## src/rtl/pcm_frame_packer_if.sv

```systemverilog
// Byte-wide write port into the TX FIFO. The packer is the master: it drives
// the write strobe and byte, and the FIFO side returns its full flag.
interface pcm_frame_packer_if;
  logic       wr_en;
  logic [7:0] data;
  logic       full;

  modport master (output wr_en, output data, input full);
  modport slave  (input wr_en, input data, output full);
endinterface

```

## src/rtl/pcm_frame_packer.sv

```systemverilog
// Multi-channel PCM frame packer: captures one frame of NUM_CHANNELS samples on
// a strobe and serialises it one byte per cycle into the TX FIFO, optionally
// preceded by a sync word every SYNC_PERIOD frames. Strobes that arrive while a
// frame is still being written are discarded and counted (saturating).
module pcm_frame_packer #(
  parameter int          NUM_CHANNELS = 2,
  parameter int          DATA_SIZE    = 24,
  parameter int          OUT_BYTES    = 3,
  parameter int          MSB_FIRST    = 0,
  parameter int          SYNC_PERIOD  = 126,
  parameter int          SYNC_BYTES   = 3,
  parameter logic [31:0] SYNC_WORD    = 32'h00AAFF00,
  parameter int          DROP_W       = 8
) (
  input  logic                              clk,
  input  logic                              rst_n,
  input  logic                              enable_i,
  input  logic                              sample_valid_i,
  input  logic [NUM_CHANNELS*DATA_SIZE-1:0] sample_data_i,
  output logic                              sample_ready_o,
  pcm_frame_packer_if.master                fifo,
  output logic                              busy_o,
  output logic [DROP_W-1:0]                 drop_count_o,
  output logic                              sync_sent_o
);

  localparam int OW    = 8 * OUT_BYTES;
  localparam int CAP_W = NUM_CHANNELS * OW;
  localparam int SHIFT = (DATA_SIZE > OW) ? DATA_SIZE - OW : 0;
  localparam int CH_W  = (NUM_CHANNELS > 1) ? $clog2(NUM_CHANNELS) : 1;
  localparam int FC_W  = (SYNC_PERIOD > 1) ? $clog2(SYNC_PERIOD) : 1;

  localparam logic [1:0]        LAST_DBYTE = 2'(OUT_BYTES - 1);
  localparam logic [1:0]        LAST_SBYTE = 2'(SYNC_BYTES - 1);
  localparam logic [CH_W-1:0]   LAST_CH    = CH_W'(NUM_CHANNELS - 1);
  localparam logic [FC_W-1:0]   LAST_FC    = FC_W'((SYNC_PERIOD > 0) ? SYNC_PERIOD - 1 : 0);
  localparam logic [DROP_W-1:0] DROP_MAX   = '1;

  typedef enum logic [1:0] {ST_IDLE, ST_SYNC, ST_DATA} state_t;

  state_t              state_q, state_d;
  logic [1:0]          byte_q, byte_d;
  logic [CH_W-1:0]     ch_q, ch_d;
  logic [FC_W-1:0]     fc_q, fc_d;
  logic [DROP_W-1:0]   drop_q, drop_d;
  logic [CAP_W-1:0]    cap_q, cap_d;

  logic                wr_en;
  logic                sync_sent;
  logic [1:0]          d_sel;
  logic [1:0]          s_sel;
  logic [7:0]          data_byte;
  logic [7:0]          sync_byte;
  logic [7:0]          out_byte;

  // Narrow samples are sign-extended to the output width; wide samples keep
  // their most significant bits.
  function automatic logic [OW-1:0] fmt_sample(input logic [DATA_SIZE-1:0] s);
    logic signed [DATA_SIZE-1:0] s_signed;
    s_signed = s;
    if (OW >= DATA_SIZE) return OW'(s_signed);
    else                 return OW'(s >> SHIFT);
  endfunction

  // State, indices, frame counter, drop counter and capture register.
  always_ff @(posedge clk or negedge rst_n) begin
    if (!rst_n) begin
      state_q <= ST_IDLE;
      byte_q  <= '0;
      ch_q    <= '0;
      fc_q    <= '0;
      drop_q  <= '0;
      cap_q   <= '0;
    end else begin
      state_q <= state_d;
      byte_q  <= byte_d;
      ch_q    <= ch_d;
      fc_q    <= fc_d;
      drop_q  <= drop_d;
      cap_q   <= cap_d;
    end
  end

  // Frame acceptance / drop accounting and byte sequencing; indices only move
  // on cycles where a byte actually enters the FIFO.
  always_comb begin
    state_d   = state_q;
    byte_d    = byte_q;
    ch_d      = ch_q;
    fc_d      = fc_q;
    drop_d    = drop_q;
    cap_d     = cap_q;
    sync_sent = 1'b0;
    wr_en     = (state_q != ST_IDLE) & ~fifo.full;

    if (sample_valid_i && enable_i) begin
      if (state_q == ST_IDLE) begin
        for (int c = 0; c < NUM_CHANNELS; c++) begin
          cap_d[c*OW +: OW] = fmt_sample(sample_data_i[c*DATA_SIZE +: DATA_SIZE]);
        end
        byte_d  = '0;
        ch_d    = '0;
        state_d = (SYNC_PERIOD != 0 && fc_q == '0) ? ST_SYNC : ST_DATA;
      end else if (drop_q != DROP_MAX) begin
        drop_d = drop_q + DROP_W'(1);
      end
    end

    case (state_q)
      ST_SYNC: begin
        if (wr_en) begin
          if (byte_q == LAST_SBYTE) begin
            byte_d    = '0;
            state_d   = ST_DATA;
            sync_sent = 1'b1;
          end else begin
            byte_d = byte_q + 2'd1;
          end
        end
      end
      ST_DATA: begin
        if (wr_en) begin
          if (byte_q == LAST_DBYTE) begin
            byte_d = '0;
            if (ch_q == LAST_CH) begin
              state_d = ST_IDLE;
              fc_d    = (fc_q == LAST_FC) ? '0 : fc_q + FC_W'(1);
            end else begin
              ch_d = ch_q + CH_W'(1);
            end
          end else begin
            byte_d = byte_q + 2'd1;
          end
        end
      end
      default: ;
    endcase
  end

  // Output byte selection from the registered state, honouring byte order.
  always_comb begin
    d_sel     = (MSB_FIRST != 0) ? (LAST_DBYTE - byte_q) : byte_q;
    s_sel     = (MSB_FIRST != 0) ? (LAST_SBYTE - byte_q) : byte_q;
    data_byte = 8'(cap_q >> (32'(ch_q) * OW + 32'(d_sel) * 8));
    sync_byte = 8'(SYNC_WORD >> (32'(s_sel) * 8));
    out_byte  = 8'h00;
    case (state_q)
      ST_SYNC: out_byte = sync_byte;
      ST_DATA: out_byte = data_byte;
      default: out_byte = 8'h00;
    endcase
  end

  assign fifo.wr_en     = wr_en;
  assign fifo.data      = out_byte;
  assign busy_o         = (state_q != ST_IDLE);
  assign sample_ready_o = (state_q == ST_IDLE);
  assign drop_count_o   = drop_q;
  assign sync_sent_o    = sync_sent;

endmodule

```

## src/flat_wrapper.sv

```systemverilog
// flat-port wrapper written by rule: the top's interface ports become plain ports
module pcm_frame_packer_flat 
#(
  parameter int          NUM_CHANNELS = 2,
  parameter int          DATA_SIZE    = 24,
  parameter int          OUT_BYTES    = 3,
  parameter int          MSB_FIRST    = 0,
  parameter int          SYNC_PERIOD  = 126,
  parameter int          SYNC_BYTES   = 3,
  parameter logic [31:0] SYNC_WORD    = 32'h00AAFF00,
  parameter int          DROP_W       = 8
)
  (clk, rst_n, enable_i, sample_valid_i, sample_data_i, sample_ready_o, busy_o, drop_count_o, sync_sent_o, fifo_wr_en, fifo_data, fifo_full);
  pcm_frame_packer_if fifo_i ();
  input  logic clk;
  input  logic rst_n;
  input  logic enable_i;
  input  logic sample_valid_i;
  input  logic [NUM_CHANNELS*DATA_SIZE-1:0] sample_data_i;
  output logic sample_ready_o;
  output logic busy_o;
  output logic [DROP_W-1:0] drop_count_o;
  output logic sync_sent_o;
  output wire logic [$bits(fifo_i.wr_en)-1:0] fifo_wr_en;
  output wire logic [$bits(fifo_i.data)-1:0] fifo_data;
  input wire logic [$bits(fifo_i.full)-1:0] fifo_full;
  assign fifo_wr_en = fifo_i.wr_en;
  assign fifo_data = fifo_i.data;
  assign fifo_i.full = fifo_full;
  pcm_frame_packer #(.NUM_CHANNELS(NUM_CHANNELS), .DATA_SIZE(DATA_SIZE), .OUT_BYTES(OUT_BYTES), .MSB_FIRST(MSB_FIRST), .SYNC_PERIOD(SYNC_PERIOD), .SYNC_BYTES(SYNC_BYTES), .SYNC_WORD(SYNC_WORD), .DROP_W(DROP_W)) u_core (.clk(clk), .rst_n(rst_n), .enable_i(enable_i), .sample_valid_i(sample_valid_i), .sample_data_i(sample_data_i), .sample_ready_o(sample_ready_o), .fifo(fifo_i), .busy_o(busy_o), .drop_count_o(drop_count_o), .sync_sent_o(sync_sent_o));
endmodule
```

## config.mk

```make
export PLATFORM = sky130hd
export DESIGN_NAME = pcm_frame_packer_flat
export DESIGN_NICKNAME = d
export VERILOG_FILES = /design/src/rtl/pcm_frame_packer_if.sv /design/src/rtl/pcm_frame_packer.sv /design/src/flat_wrapper.sv
export SDC_FILE = /design/constraint.sdc
export NUM_CORES = 1
export LEC_CHECK = 0
export CAP_MARGIN = 10
export CORE_ASPECT_RATIO = 1.1
export CORE_MARGIN = 10
export CORE_UTILIZATION = 51
export DETAILED_ROUTE_END_ITERATION = 10
export PLACE_DENSITY = 0.85
export SYNTH_ARGS = -nofsm -noshare
export SYNTH_HDL_FRONTEND = slang
export SYNTH_SLANG_ARGS = --single-unit
```

## constraint.sdc

```tcl
create_clock -name clk -period 2.4 [get_ports clk]
set_input_delay 0.24 -clock clk [delete_from_list [all_inputs] [get_ports clk]]
set_output_delay 0.24 -clock clk [all_outputs]
set_load 0.03 [all_outputs]
```

== Yosys cells after proc, flatten, opt, wreduce, memory -nomap -nowiden ==
Index checks and enable logic that the tools add are counted.

* Register bits: 68
* Latch bits: 0
* RAM bits: 0
* Memory bits (read-only): 0
* Input port bits: 53
* Output and inout bits: 20
* Word-level logic and storage cells: 55
* Memories kept: 0

* $add $sub $neg: 5
* Multipliers: 1
* Divide/modulo/power cells: 0
* Order comparisons: 0
* Equal/unequal tests: 5
* Shift-type cells: 2
* Muxes and demuxes: 25
* Bitwise gates (word level): 3
* Reductions and logical operators: 8

{| class="wikitable"
|+ Operator list
! kind !! number
|-
| >> shifter 48 x 32 -> 8 bit || 1
|-
| 2-to-1 mux 2 bit || 13
|-
| >> shifter 24 x 5 -> 8 bit, first input constant || 1
|-
| case mux 8 bit (2 select lines) || 1
|-
| 2-to-1 mux 1 bit || 9
|-
| adder 8 x 1 -> 8 bit, second input constant || 1
|-
| != test 8 bit, second input constant || 1
|-
| adder 6 x 5 -> 7 bit || 1
|-
| adder 7 x 1 -> 7 bit, second input constant || 1
|-
| == test 7 bit, second input constant || 1
|-
| logical NOT 7 bit || 1
|-
| 2-to-1 mux 7 bit || 1
|-
| == test 2 bit, second input constant || 2
|-
| case mux 2 bit (2 select lines) || 1
|-
| AND reduction 4 bit || 1
|-
| multiplier 1 x 2 -> 3 bit, second input constant || 1
|-
| AND reduction 3 bit || 1
|-
| adder 2 x 1 -> 2 bit, second input constant || 1
|-
| == test 2 x 1 -> 1 bit, second input constant || 1
|-
| logical NOT 2 bit || 1
|-
| inverter 1 bit || 2
|-
| AND reduction 2 bit || 1
|-
| nonzero test 2 bit || 1
|-
| OR reduction 2 bit || 1
|-
| 3 further kinds || 3
|}

== Logic depth before layout (Yosys ltp) ==
* Depth in word-level cells: 8
* Depth in mapped cells: 8

== Worst setup path after synthesis ==
OpenSTA, ideal clock, no wires.

* Path kind: reg2out
* Start: register u_core.ch_q
* End: output fifo_data[0]
* Arrival: 2.308 ns
* Path slack: -0.148 ns
* Stages on the path, launching flop included: 7
* Path buffers: 1
* Cells stage by stage: dfrtp_1 > ha_1 > fa_1 > clkbuf_1 > nor2b_1 > nand2_1 > a31oi_1

* Word-level cells in the longest chain between the ends: 4

{| class="wikitable"
|+ RTL lines
! what !! RTL line !! text
|-
| from (decl) || pcm_frame_packer.sv:43 || <nowiki>logic [CH_W-1:0] ch_q, ch_d;</nowiki>
|-
| from (signal assigned) || pcm_frame_packer.sv:77 || <nowiki>ch_q <= ch_d;</nowiki>
|-
| multiplier 1 x 2 -> 3 bit || pcm_frame_packer.sv:144 || <nowiki>data_byte = 8'(cap_q >> (32'(ch_q) * OW + 32'(d_sel) * 8));</nowiki>
|-
| adder 6 x 5 -> 7 bit || pcm_frame_packer.sv:144 ||
|-
| >> shifter 48 x 32 -> 8 bit || pcm_frame_packer.sv:144 ||
|-
| case mux 8 bit (2 select lines) || pcm_frame_packer.sv:147 || <nowiki>case (state_q)</nowiki>
|-
| to (decl) || flat_wrapper.sv:25 || <nowiki>output wire logic [$bits(fifo_i.data)-1:0] fifo_data;</nowiki>
|}

Every way passes these cells.

== Worst setup path after layout ==
* Start: register u_core.ch_q
* End: output fifo_data[3]

The elaborated chain is that of the path after synthesis.

==> results.cfg <==
[route]
drt_iter0_drc = 144
drc = 0
first_pass_iters = 4
vias_per_cell = 5.43
antenna_left = 0
post_drt_wl_per_cell_microns = 16.6
drt_wl_total_mm = 8.93
via_count = 2917

[placed_design]
hpwl_mm = 6.52
dp.cells = 517
place.gp.congestion = 0.795
portBuffers = 72

[pwr]
ir_drop_v = 0.000570
leakagePower_nw = 2.26
power_density_nw_per_um2 = 1080

[logic_synthesis]
yosysSeqAreaShare_pct = 49.6
yosys_warnings = 0
syn_avg_cell_area_sq_um = 9.28
synthDistinctLibCells = 39
ys_async_sr_fraction_pct = 100
synth_top_area_cell = dfrtp_1
synth_commonest_cells = nand2_1 (161), dfrtp_1 (68), nand3_1 (12)
synth.cell_area_sq_um = 3430
synth_area_leaders = dfrtp_1 (50%), nand2_1 (18%), mux4_2 (5.2%)
synth_edf_count = 0
synth_top_area_share_pct = 49.6
syn_nets = 435
syn-instance-count = 370
ys.flop_type = dfrtp_1
ys_ff_latch = 68
synth.most_common_cell = nand2_1

[status]
status = complete, but fails checks
violations = negative setup slack

[cts]
cts_buffers = 9
insertion_delay_ps = 340
htree_levels = 3
clock_path_buffers = 2
root_buffer = clkbuf_8
clkTransAtPathRegs_ps = 80
cts_tree = built
clkSinkCount = 68

[sta]
setup_violations = 8
min_period_ps = 2500
fmax_mhz = 400
worst_slew_pin_slew_ps = 688
rsz0062_at_grt = true
slew_headroom_pct = 53.8
slew_viol_final = 0
period_share_pct = 104
hold_viol = 0
fin_setup_tns_ps = -591
fin_skew_ps = 6.03
fin_ws_ps = -101

[worst_setup_path]
cp-start-kind = register
worstPathArrival_ps = 2260
crit_path_end_kind = output port
required_ps = 2160
worstSetupPathType = register to output port
crit_fanout = 7

[layout]
fin_cells = 537
drive_above_1_share_pct = 17.1
diodes = 0
utilization_pct = 72.8
syn_to_final_growth_pct = 39.0
fin_nets = 515

[floorplanning]
die_h_microns = 106
ioPinCount = 73
dieArea_sq_um = 10400
start_util_pct = 52.4
die_x_microns = 98.2
fp-row-count = 31
coreArea_sq_um = 6560

[worst_hold_path]
hp-class = input port to register

[grt]
globalRouteTotalUtil_pct = 17.7
antenna_found_initial = 0
overflow = 0
grt_max_degree = 43
grt_pass1_wl_mm = 15.2
grt_pass1_vias = 3236

[job]
max_cap_viol_count = 0
state kept, by name, indices dropped and copies added (netlist names):
register / flops
u_core.drop_count_o: 8
u_core.state_q: 2
u_core.ch_q: 1
u_core.fc_q: 7
u_core.byte_q: 2
u_core.cap_q: 48
worst paths after layout:
path | startpoint | to | slack [ps] | cells past startpoint
max | u_core.ch_q | fifo_data[3] | -100 | 7
min | sample_data_i[29] | u_core.cap_q[29] | 420 | 3
max reg2reg | u_core.state_q[0] | u_core.fc_q[2] | 460 | 7
min reg2reg | u_core.cap_q[36] | u_core.cap_q[36] | 470 | 2
max in group asynchronous | rst_n | u_core.cap_q[40] | 1310 | 3
min in group asynchronous | rst_n | u_core.drop_count_o[0] | 440 | 2
per-stage QoR:
stage	setup WS [ps]	power, mW	hold slack [ps]	instance area (sq um)
4_1_cts	-119	5.12	415	4750
3_5_place_dp	93.4	3.80	292	4390
6_report	-101	5.16	421	4770
2_1_floorplan	30.5	3.10	-55.6	3540
5_1_grt	-160	5.48	429	4770
3_3_place_gp	154	3.70	298	4390
layout by cell type, fill, tap and decap left out, types with 6 or more instances in the layout:
| cell type | count |
|---|---|
| a21oi_1 | 7 |
| o21ai_1 | 6 |
| buf_4 | 7 |
| nand2b_1 | 7 |
| clkbuf_8 | 10 |
| ha_1 | 10 |
| clkdlybuf4s50_1 | 61 |
| mux4_2 | 8 |
| inv_1 | 9 |
| nand2_1 | 154 |
| buf_6 | 9 |
| dfrtp_1 | 68 |
| nand3_1 | 11 |
| a31oi_4 | 7 |
routing by layer:
layer,part of all wire (%),global-route usage [%]
met5,0,0
met1,42,20.6
met3,5.7,4.60
met4,2.3,6.97
met2,50,30.4
cell families (layout without fill, tap and decap cells):
logic type,count (synthesis),in the layout,share of synthesized area [%]
AND/OR/NAND/NOR,204,204,25.3
AO/OA/AOI/OAI,35,35,6.74
buffers and inverters,26,111,3.53
adder cells (fa/ha/maj),12,12,4.59
XOR/XNOR,7,7,1.79
flip-flops,68,68,49.6
multiplexers,18,18,8.45
timing repair:
item                                   CTS  global route
setup endpoints to repair               10             8
endpoints found under the hold margin   26             0
resized for setup                       28             3
pin swaps                                5             5
buffers inserted                         3             0
hold buffers                             1             0
layout make-up:
| class | instances | area, sq um |
|---|---|---|
| fillers | 457 | 1780 |
| repair buffers | 86 | 892 |
| well taps | 82 | 103 |
| clock inverters | 6 | 111 |
| clock buffers | 10 | 138 |
| multi-input cells | 276 | 1790 |
| inverters | 9 | 33.8 |
| flip-flops and latches | 68 | 1700 |
worst max-delay path, cell delays in order, from the launching register on:
cell,delay (ps)
dfrtp_1,400
ha_2,200
fa_2,590
nor2b_4,170
buf_8,160
nand2_2,80
a31oi_4,160
buf_6,160
power by group:
group | leakage (nW) | switching, mW | internal, mW | total, mW
registers | 0.854 | 0.290 | 1.57 | 1.87
clock network | 0.122 | 0.453 | 0.718 | 1.17
logic | 1.28 | 1.14 | 0.977 | 2.12
Note: power is estimated with default switching activity, not from simulation.
